<file path="config.mk">
export PLATFORM = sky130hd
export DESIGN_NAME = fast_exp_param
export DESIGN_NICKNAME = d
export VERILOG_FILES = /design/src/rtl/fast_exp_pkg.sv /design/src/rtl/fast_exp_mulmod.sv /design/src/rtl/fast_exp_param.sv
export SDC_FILE = /design/constraint.sdc
export NUM_CORES = 2
export LEC_CHECK = 0
export CAP_MARGIN = 0
export CORE_MARGIN = 5
export CORE_UTILIZATION = 60
export DETAILED_ROUTE_END_ITERATION = 10
export GPL_TIMING_DRIVEN = 0
export HOLD_SLACK_MARGIN = 0.12
export PLACE_DENSITY = 0.81
export SYNTH_ARGS = -nofsm -noshare
export SYNTH_HDL_FRONTEND = slang
export SYNTH_SLANG_ARGS = --single-unit
</file>
<file path="constraint.sdc">
create_clock -name clk -period 92.9 [get_ports clk]
set_clock_uncertainty 0.15 [all_clocks]
set_input_delay 9.29 -clock clk [delete_from_list [all_inputs] [get_ports clk]]
set_output_delay 9.29 -clock clk [all_outputs]
set_load 0.03 [all_outputs]
</file>
<file path="src/rtl/fast_exp_pkg.sv">
// Shared types for the fast_exp square-and-multiply engine.
package fast_exp_pkg;

  typedef enum logic {
    IDLE = 1'b0,
    BUSY = 1'b1
  } state_t;

  typedef enum logic {
    MODE_PLAIN = 1'b0,
    MODE_MOD   = 1'b1
  } mode_t;

endpackage

</file>
<file path="src/rtl/fast_exp_mulmod.sv">
// Combinational WIDTH x WIDTH multiplier with optional reduction modulo m.
// Also reports whether the full product spilled above the low WIDTH bits.
module fast_exp_mulmod
  import fast_exp_pkg::*;
#(
  parameter int WIDTH = 16
) (
  input  logic [WIDTH-1:0] a,
  input  logic [WIDTH-1:0] b,
  input  logic [WIDTH-1:0] m,
  input  mode_t            mode,
  output logic [WIDTH-1:0] p,
  output logic             hi_nz
);

  logic [2*WIDTH-1:0] prod;
  logic [2*WIDTH-1:0] rem;

  always_comb begin
    prod  = {{WIDTH{1'b0}}, a} * {{WIDTH{1'b0}}, b};
    // m == 0 only reaches here in the error case, where the output is discarded.
    rem   = (m != '0) ? (prod % {{WIDTH{1'b0}}, m}) : '0;
    hi_nz = |prod[2*WIDTH-1:WIDTH];
    p     = (mode == MODE_MOD) ? rem[WIDTH-1:0] : prod[WIDTH-1:0];
  end

endmodule

</file>
<file path="src/rtl/fast_exp_param.sv">
// Square-and-multiply exponentiator, one exponent bit per cycle, plain or modular.
// Optional plain-mode overflow flag enabled by defining FAST_EXP_OVF_DETECT_EN.
module fast_exp_param
  import fast_exp_pkg::*;
#(
  parameter int WIDTH     = 16,
  parameter int EXP_WIDTH = 8
) (
  input  logic                 clk,
  input  logic                 rst,
  input  logic                 start,
  input  logic                 mode,
  input  logic [WIDTH-1:0]     base,
  input  logic [EXP_WIDTH-1:0] exp,
  input  logic [WIDTH-1:0]     modulus,
  output logic                 ready,
  output logic                 done,
  output logic [WIDTH-1:0]     result,
  output logic                 err,
  output logic                 ovf
);

  localparam logic [WIDTH-1:0] ONE = WIDTH'(1);

  state_t               state_q, state_d;
  mode_t                mode_q, mode_d;
  logic [WIDTH-1:0]     m_q, m_d;
  logic [WIDTH-1:0]     a_q, a_d;
  logic [WIDTH-1:0]     x_q, x_d;
  logic [EXP_WIDTH-1:0] n_q, n_d;
  logic [WIDTH-1:0]     result_q, result_d;
  logic                 done_q, done_d;
  logic                 err_q, err_d;

  logic [WIDTH-1:0]     ax_p, xx_p;
  logic                 ax_hi, xx_hi;
  logic                 accept;
  logic                 mod_err;
  logic                 step_en;

  fast_exp_mulmod #(.WIDTH(WIDTH)) u_mul_ax (
    .a     (a_q),
    .b     (x_q),
    .m     (m_q),
    .mode  (mode_q),
    .p     (ax_p),
    .hi_nz (ax_hi)
  );

  fast_exp_mulmod #(.WIDTH(WIDTH)) u_mul_xx (
    .a     (x_q),
    .b     (x_q),
    .m     (m_q),
    .mode  (mode_q),
    .p     (xx_p),
    .hi_nz (xx_hi)
  );

  always_comb begin
    accept  = (state_q == IDLE) && start;
    mod_err = (mode_q == MODE_MOD) && (m_q == '0);
    step_en = (state_q == BUSY) && !mod_err && (n_q != '0);
  end

  always_ff @(posedge clk) begin
    if (rst) begin
      state_q  <= IDLE;
      mode_q   <= MODE_PLAIN;
      m_q      <= '0;
      a_q      <= '0;
      x_q      <= '0;
      n_q      <= '0;
      result_q <= '0;
      done_q   <= 1'b0;
      err_q    <= 1'b0;
    end else begin
      state_q  <= state_d;
      mode_q   <= mode_d;
      m_q      <= m_d;
      a_q      <= a_d;
      x_q      <= x_d;
      n_q      <= n_d;
      result_q <= result_d;
      done_q   <= done_d;
      err_q    <= err_d;
    end
  end

  always_comb begin
    state_d  = state_q;
    mode_d   = mode_q;
    m_d      = m_q;
    a_d      = a_q;
    x_d      = x_q;
    n_d      = n_q;
    result_d = result_q;
    done_d   = 1'b0;
    err_d    = err_q;
    unique case (state_q)
      IDLE: begin
        if (accept) begin
          mode_d = mode_t'(mode);
          m_d    = modulus;
          n_d    = exp;
          err_d  = 1'b0;
          if (mode_t'(mode) == MODE_MOD) begin
            // Start from 1 mod m and base mod m so every operand stays reduced.
            a_d = (modulus == ONE) ? '0 : ONE;
            x_d = (modulus != '0) ? (base % modulus) : '0;
          end else begin
            a_d = ONE;
            x_d = base;
          end
          state_d = BUSY;
        end
      end
      BUSY: begin
        if (mod_err) begin
          result_d = '0;
          err_d    = 1'b1;
          done_d   = 1'b1;
          state_d  = IDLE;
        end else if (n_q == '0) begin
          result_d = a_q;
          done_d   = 1'b1;
          state_d  = IDLE;
        end else begin
          if (n_q[0]) a_d = ax_p;
          x_d = xx_p;
          n_d = n_q >> 1;
        end
      end
      default: state_d = IDLE;
    endcase
  end

  always_comb begin
    ready  = (state_q == IDLE);
    done   = done_q;
    result = result_q;
    err    = err_q;
  end

`ifdef FAST_EXP_OVF_DETECT_EN
  logic ovf_q, ovf_d;

  // Squaring overflow only matters while later exponent bits still consume x.
  always_comb begin
    ovf_d = ovf_q;
    if (accept) begin
      ovf_d = 1'b0;
    end else if (step_en && (mode_q == MODE_PLAIN)) begin
      if ((n_q[0] && ax_hi) || (xx_hi && ((n_q >> 1) != '0))) ovf_d = 1'b1;
    end
  end

  always_ff @(posedge clk) begin
    if (rst) ovf_q <= 1'b0;
    else     ovf_q <= ovf_d;
  end

  assign ovf = ovf_q;
`else
  logic unused_ovf_inputs;
  assign unused_ovf_inputs = ax_hi ^ xx_hi ^ step_en;
  assign ovf = 1'b0;
`endif

endmodule
</file>
# Word-level counts from Yosys, hierarchy flattened
# Index checks and enable logic that the tools add are counted.
dict set report word_totals {
  memories 0
  output_inout_bits 20
  register_bits 76
  mem_bits_ro 0
  ramBits 0
  latch_bits 0
  input_bits 44
}
dict set report classes {
  order_cmp 0
  eq_ne 6
  mux 32
  n_bitwise 1
  div 3
  n_addsub 0
  shift 0
  n_mul 2
  reduce_logical 13
}
# cell count
set ops {}
lappend ops {{16-bit 2-to-1 mux} 15}
lappend ops {{32-bit by 16-bit remainder unit with 32-bit output} 2}
lappend ops {{16-bit by 16-bit multiplier with 32-bit output} 2}
lappend ops {{16-bit one-hot mux with 2 select lines} 2}
lappend ops {{16-bit nonzero test} 2}
lappend ops {{8-bit 2-to-1 mux} 3}
lappend ops {{16-bit by 1-bit equality test with 1-bit output, second input constant} 1}
lappend ops {{16-bit zero test} 1}
lappend ops {{16-bit by 16-bit remainder unit with 16-bit output} 1}
lappend ops {{8-bit one-hot mux with 2 select lines} 1}
lappend ops {{1-bit 2-to-1 mux} 9}
lappend ops {{8-bit zero test} 1}
lappend ops {{2-bit by 1-bit != test with 1-bit output, second input constant} 3}
lappend ops {{2-bit AND reduction} 3}
lappend ops {{2-bit != test, second input constant} 2}
lappend ops {{1-bit one-hot mux with 2 select lines} 2}
lappend ops {{4-bit AND reduction} 1}
lappend ops {{3-bit AND reduction} 1}
lappend ops {{1-bit logical AND} 2}
lappend ops {{2-bit nonzero test} 1}
lappend ops {{2-bit OR reduction} 1}
lappend ops {{1-bit inverter} 1}

# Depth between registers and ports, before layout
dict set report depth {
  word_depth 8
  mapped_depth 525
  mapped_depth_nobuf 479
}

# By module
# A second synthesis with hierarchy kept.
dict set report hier_totals {
  cells_unflattened 10205
  hier_area_um2 75013.2
}
# module cells_per_inst seq_area_each_um2 area_per_inst_um2 n_inst
set modules_own_cells {}
lappend modules_own_cells {{fast_exp_mulmod at u_mul_ax} 4336 0.0 32052.0 1}
lappend modules_own_cells {{fast_exp_mulmod at u_mul_xx} 4344 0.0 31866.8 1}
lappend modules_own_cells {fast_exp_param 1525 1521.5 11094.4 1}

# Least setup slack after synthesis
# OpenSTA, ideal clock, no wires.
dict set report synth_path {
  kind {register to register}
  startpoint {register x_q[13]}
  endpoint {register x_q[14]}
  required_ps 92618
  setup_slack_ps -8206
  period_less_slack_ps 101106
  t_arrival_ps 100824
  stages_incl_launch_ff 499
  setup_time_ps 132
  path_buffers 57
  cell_sequence {dfxtp_1 -> clkbuf_1 -> clkbuf_1 -> and2_1 -> fa_1 -> fa_1 -> fa_1 -> inv_1 -> fa_1 -> inv_1 -> fa_1 -> ha_1 -> ha_1 -> clkbuf_1 -> a211oi_1 -> o211ai_1 -> a221o_1 -> a221o_1 -> [463 not listed] -> o21bai_1 -> a21oi_1 -> o21bai_1 -> a21oi_1 -> o21bai_1 -> a21oi_1 -> o21bai_1 -> a21oi_1 -> o21ai_0 -> a21oi_1 -> and3_1 -> o31ai_1 -> a2111oi_2 -> o2111a_1 -> buf_4 -> buf_8 -> mux2i_1 -> o32ai_1}
}
dict set report synth_between {
  elab_chain_len 7
}
# element line_no
set synth_lines {}
lappend synth_lines {{from (decl)} fast_exp_param.sv:29} ;# logic [WIDTH-1:0] x_q, x_d;
lappend synth_lines {{from (signal assigned)} fast_exp_param.sv:71} ;# x_q <= '0;
lappend synth_lines {{from (signal assigned)} fast_exp_param.sv:81} ;# x_q <= x_d;
lappend synth_lines {{16-bit by 16-bit multiplier with 32-bit output *} fast_exp_mulmod.sv:20} ;# prod = {{WIDTH{1'b0}}, a} * {{WIDTH{1'b0}}, b};
lappend synth_lines {{32-bit by 16-bit remainder unit with 32-bit output} fast_exp_mulmod.sv:22} ;# rem = (m != '0) ? (prod % {{WIDTH{1'b0}}, m}) : '0;
lappend synth_lines {{16-bit 2-to-1 mux} fast_exp_mulmod.sv:22}
lappend synth_lines {{16-bit 2-to-1 mux *} fast_exp_mulmod.sv:24} ;# p = (mode == MODE_MOD) ? rem[WIDTH-1:0] : prod[WIDTH-1:0];
lappend synth_lines {{16-bit 2-to-1 mux *} fast_exp_param.sv:123} ;# end else if (n_q == '0) begin
lappend synth_lines {{16-bit 2-to-1 mux *} fast_exp_param.sv:118} ;# if (mod_err) begin
lappend synth_lines {{16-bit one-hot mux with 2 select lines *} fast_exp_param.sv:99} ;# unique case (state_q)
# Every way passes the cells marked *; elsewhere a longest branch is shown, timed or not. The select of a mux whose other input is x is not followed.
# A chain may end at the register's enable or synchronous reset.

# Worst setup path in the final report
dict set report layout_path {
  startpoint {register x_q[4]}
  endpoint {register x_q[14]}
}
# The elaborated chain is that of the path after synthesis.

==> out/results.ini <==
[timing]
finalMaxSlewViolations = 8
report.final.hold_viol_count = 0
tightestPinTransition_ps = 1930
final_min_period_over_clock_period = 1.03
worst_slack_ps = -2410
fmax_ghz = 0.0105
timing.final.setup_violations = 16
unrepaired_setup_endpoints_after_global_routing = true
maxSlewHeadroom = -0.295
final.min_clock_period_ps = 95310

[worst_setup_path]
critical_path.reg2reg.endpoint = x_q[14]
path_depth = 495
criticalPathCategory = flop to flop
dominant_delay_contributor_by_cell_family_on_the_critical_path = compound AO/OA/AOI/OAI gates
critical-path-top-cell-by-count = o21a_1
cpPeakStageDelay_ps = 600
cp_slowest_cell = fa_2
setup.worst_path.end_class = flop
cp.arrival_ps = 95400
cp_max_fo = 10
critPathLaunchType = flop
startpoint = x_q[4]
critical_path.endpoint = x_q[14]
ff2ff_setup_slack_ps = -2410
critical_path_required_ps = 93000
reg2regPathDepth = 495
r2r-start = x_q[4]
cp_num_buf_inv = 60

[synthesis]
netlist_instances = 9658
ys.warnings.count = 0
synth_nets = 11200
ys_async_sr_fraction = 0
synthesis.area_per_instance_um2 = 7.31
synth_edf_count = 0
postSynth.topFlopCell = dfxtp_1
synthDistinctLibCells = 136
yosysSeqAreaShare = 0.0215
postSynthRegisterBits = 76
post_synth_instance_area_um2 = 70600

[clock_network]
cts-htree-levels = 3
clk_latency_ps = 400
cts.path.max_buffers = 2
cts_tree = done
cts.clk_slew.worst_paths_ps = 70
tritoncts.num_buffers = 9
clock-root-buffer = clkbuf_16
cts_sinks = 76

[layout]
post_route_cells_drive_above_1_share = 0.207
fin_nets = 12000
layout_common_cells = ha_1 (1015), nand2_1 (925), buf_4 (738)
final_common_cell = ha_1
area_growth_pct = 22.2
final_design_area_no_fill_um2 = 86300

[status]
run_status = complete, but fails checks
failed_checks = capacitance limit, slew limit, setup timing

[floorplanning]
fp.dieW_um = 353
io_pins = 64
row_count = 125
initial_core_util = 0.606
floorplan.core_area_um2 = 117000
die_h_um = 353
die_area_um2 = 125000

[detailed_routing]
drtIter0Drc = 8963
routed_via_density = 6.84
drtAntennaViolNets = 0
routed_wl_um = 271000
dr_total_vias = 82000
detailedRoute.firstPassIterationCount = 8
drcViolationCount = 0
wl_per_cell_um = 22.6

[global_route]
grt_pass1_wl_um = 391000
pin_count_of_the_biggest_net_entering_global_routing = 54
grt.overflow.total = 0
grt_use_total = 0.377
antenna_found_initial = 2
grt_pass1_vias = 75300

[worst_hold_path]
min_path_cells = 2
hold_path_class = flop to flop

[placement]
detailedPlacementHpwl_um = 194000
dpl_cell_area_um2 = 74100
finalWeightedCongestion = 1.00
portBuffers = 59

[flow_run]
drv_cap = 1

logic make-up after synthesis:
logic type      after synthesis  synth area share
fa+ha+maj                  1495             0.303
compound gates             2911             0.283
mux                         278            0.0429
xor+xnor                    443            0.0550
simple gates               3473             0.241
flops                        76            0.0215
other cells                   1         0.0000531
buf+inv                     981            0.0536
cell type report:
type	instances	area [µm²]
diodes	2	5.00
plain buffers	281	2810
clock buffers	9	225
clock inverters	7	87.6
fillers	8524	30200
inverters	679	2580
multi-input cells	8601	70400
flip-flops and latches	76	1620
well taps	1524	1910
repair buffers	810	6630
worst min path at each step:
stage,start,end,slack [ps]
after floorplan,n_q[7],n_q[7],290
after global placement,n_q[7],n_q[7],350
after detailed placement,n_q[7],n_q[7],350
after CTS,n_q[7],n_q[7],360
after global routing,n_q[7],n_q[7],390
final,n_q[7],n_q[7],370
worst min-delay path: cells and delay by family (launching register included):
family | cells | cell delay (ps)
flops | 1 | 350
simple gates | 1 | 70
compound gates | 1 | 50
cell usage after synthesis (all sizes together), types with 87 or more instances:
master,instances,area share
nand3,143,0.010
fa,363,0.10
nand2b,151,0.013
or2,119,0.011
o21ai,443,0.032
a21o,229,0.024
nand2,977,0.052
nor3,555,0.040
xnor2,280,0.035
mux2i,88,0.013
o31ai,285,0.031
mux2,190,0.030
a21oi,634,0.045
inv,678,0.036
and2,267,0.024
nand4,90,0.0081
o211ai,87,0.0093
nor2b,99,0.0088
o21a,525,0.056
xor2,163,0.020
nor2,772,0.041
clkbuf,245,0.013
ha,1130,0.20
routing by layer:
layer	vias up	global-route usage	part of all wire
met1	38500	0.476	0.38
met4	2	0.202	0.073
met3	1495	0.0593	0.11
met2	5086	0.620	0.44
met5	-	0	0.000063
li1	36900	-	-
state kept, by name (all words and copies together), names as in the netlist:
| register | count |
|---|---|
| a_q | 16 |
| done | 1 |
| err | 1 |
| m_q | 16 |
| mode_q | 1 |
| n_q | 8 |
| result | 16 |
| state_q | 1 |
| x_q | 16 |
metrics by stage:
step | setup slack, ps | utilization | hold slack, ps | TNS, ps | cells
after global placement | -15880 | 0.633 | 350 | -477680 | 11200
after floorplan | 7.04 | - | 295 | 0 | 9658
after global routing | -5150 | 0.741 | 392 | -146280 | 12000
after CTS | 17.9 | 0.690 | 364 | 0 | 11600
final | -2410 | 0.741 | 373 | -37480 | 12000
after detailed placement | -17650 | 0.636 | 348 | -531230 | 11300
repair_timing:
action / 4_1_cts / 5_1_grt
setup endpoints to repair: 32 / 32
pin swaps: 263 / 502
hold buffers: 0 / 0
buffers inserted: 317 / 410
cloned: 1 / 8
resized for setup: 842 / 679
Power is not shown: default switching activity piles up to over one toggle a cycle in this logic, so the estimate is an artifact.
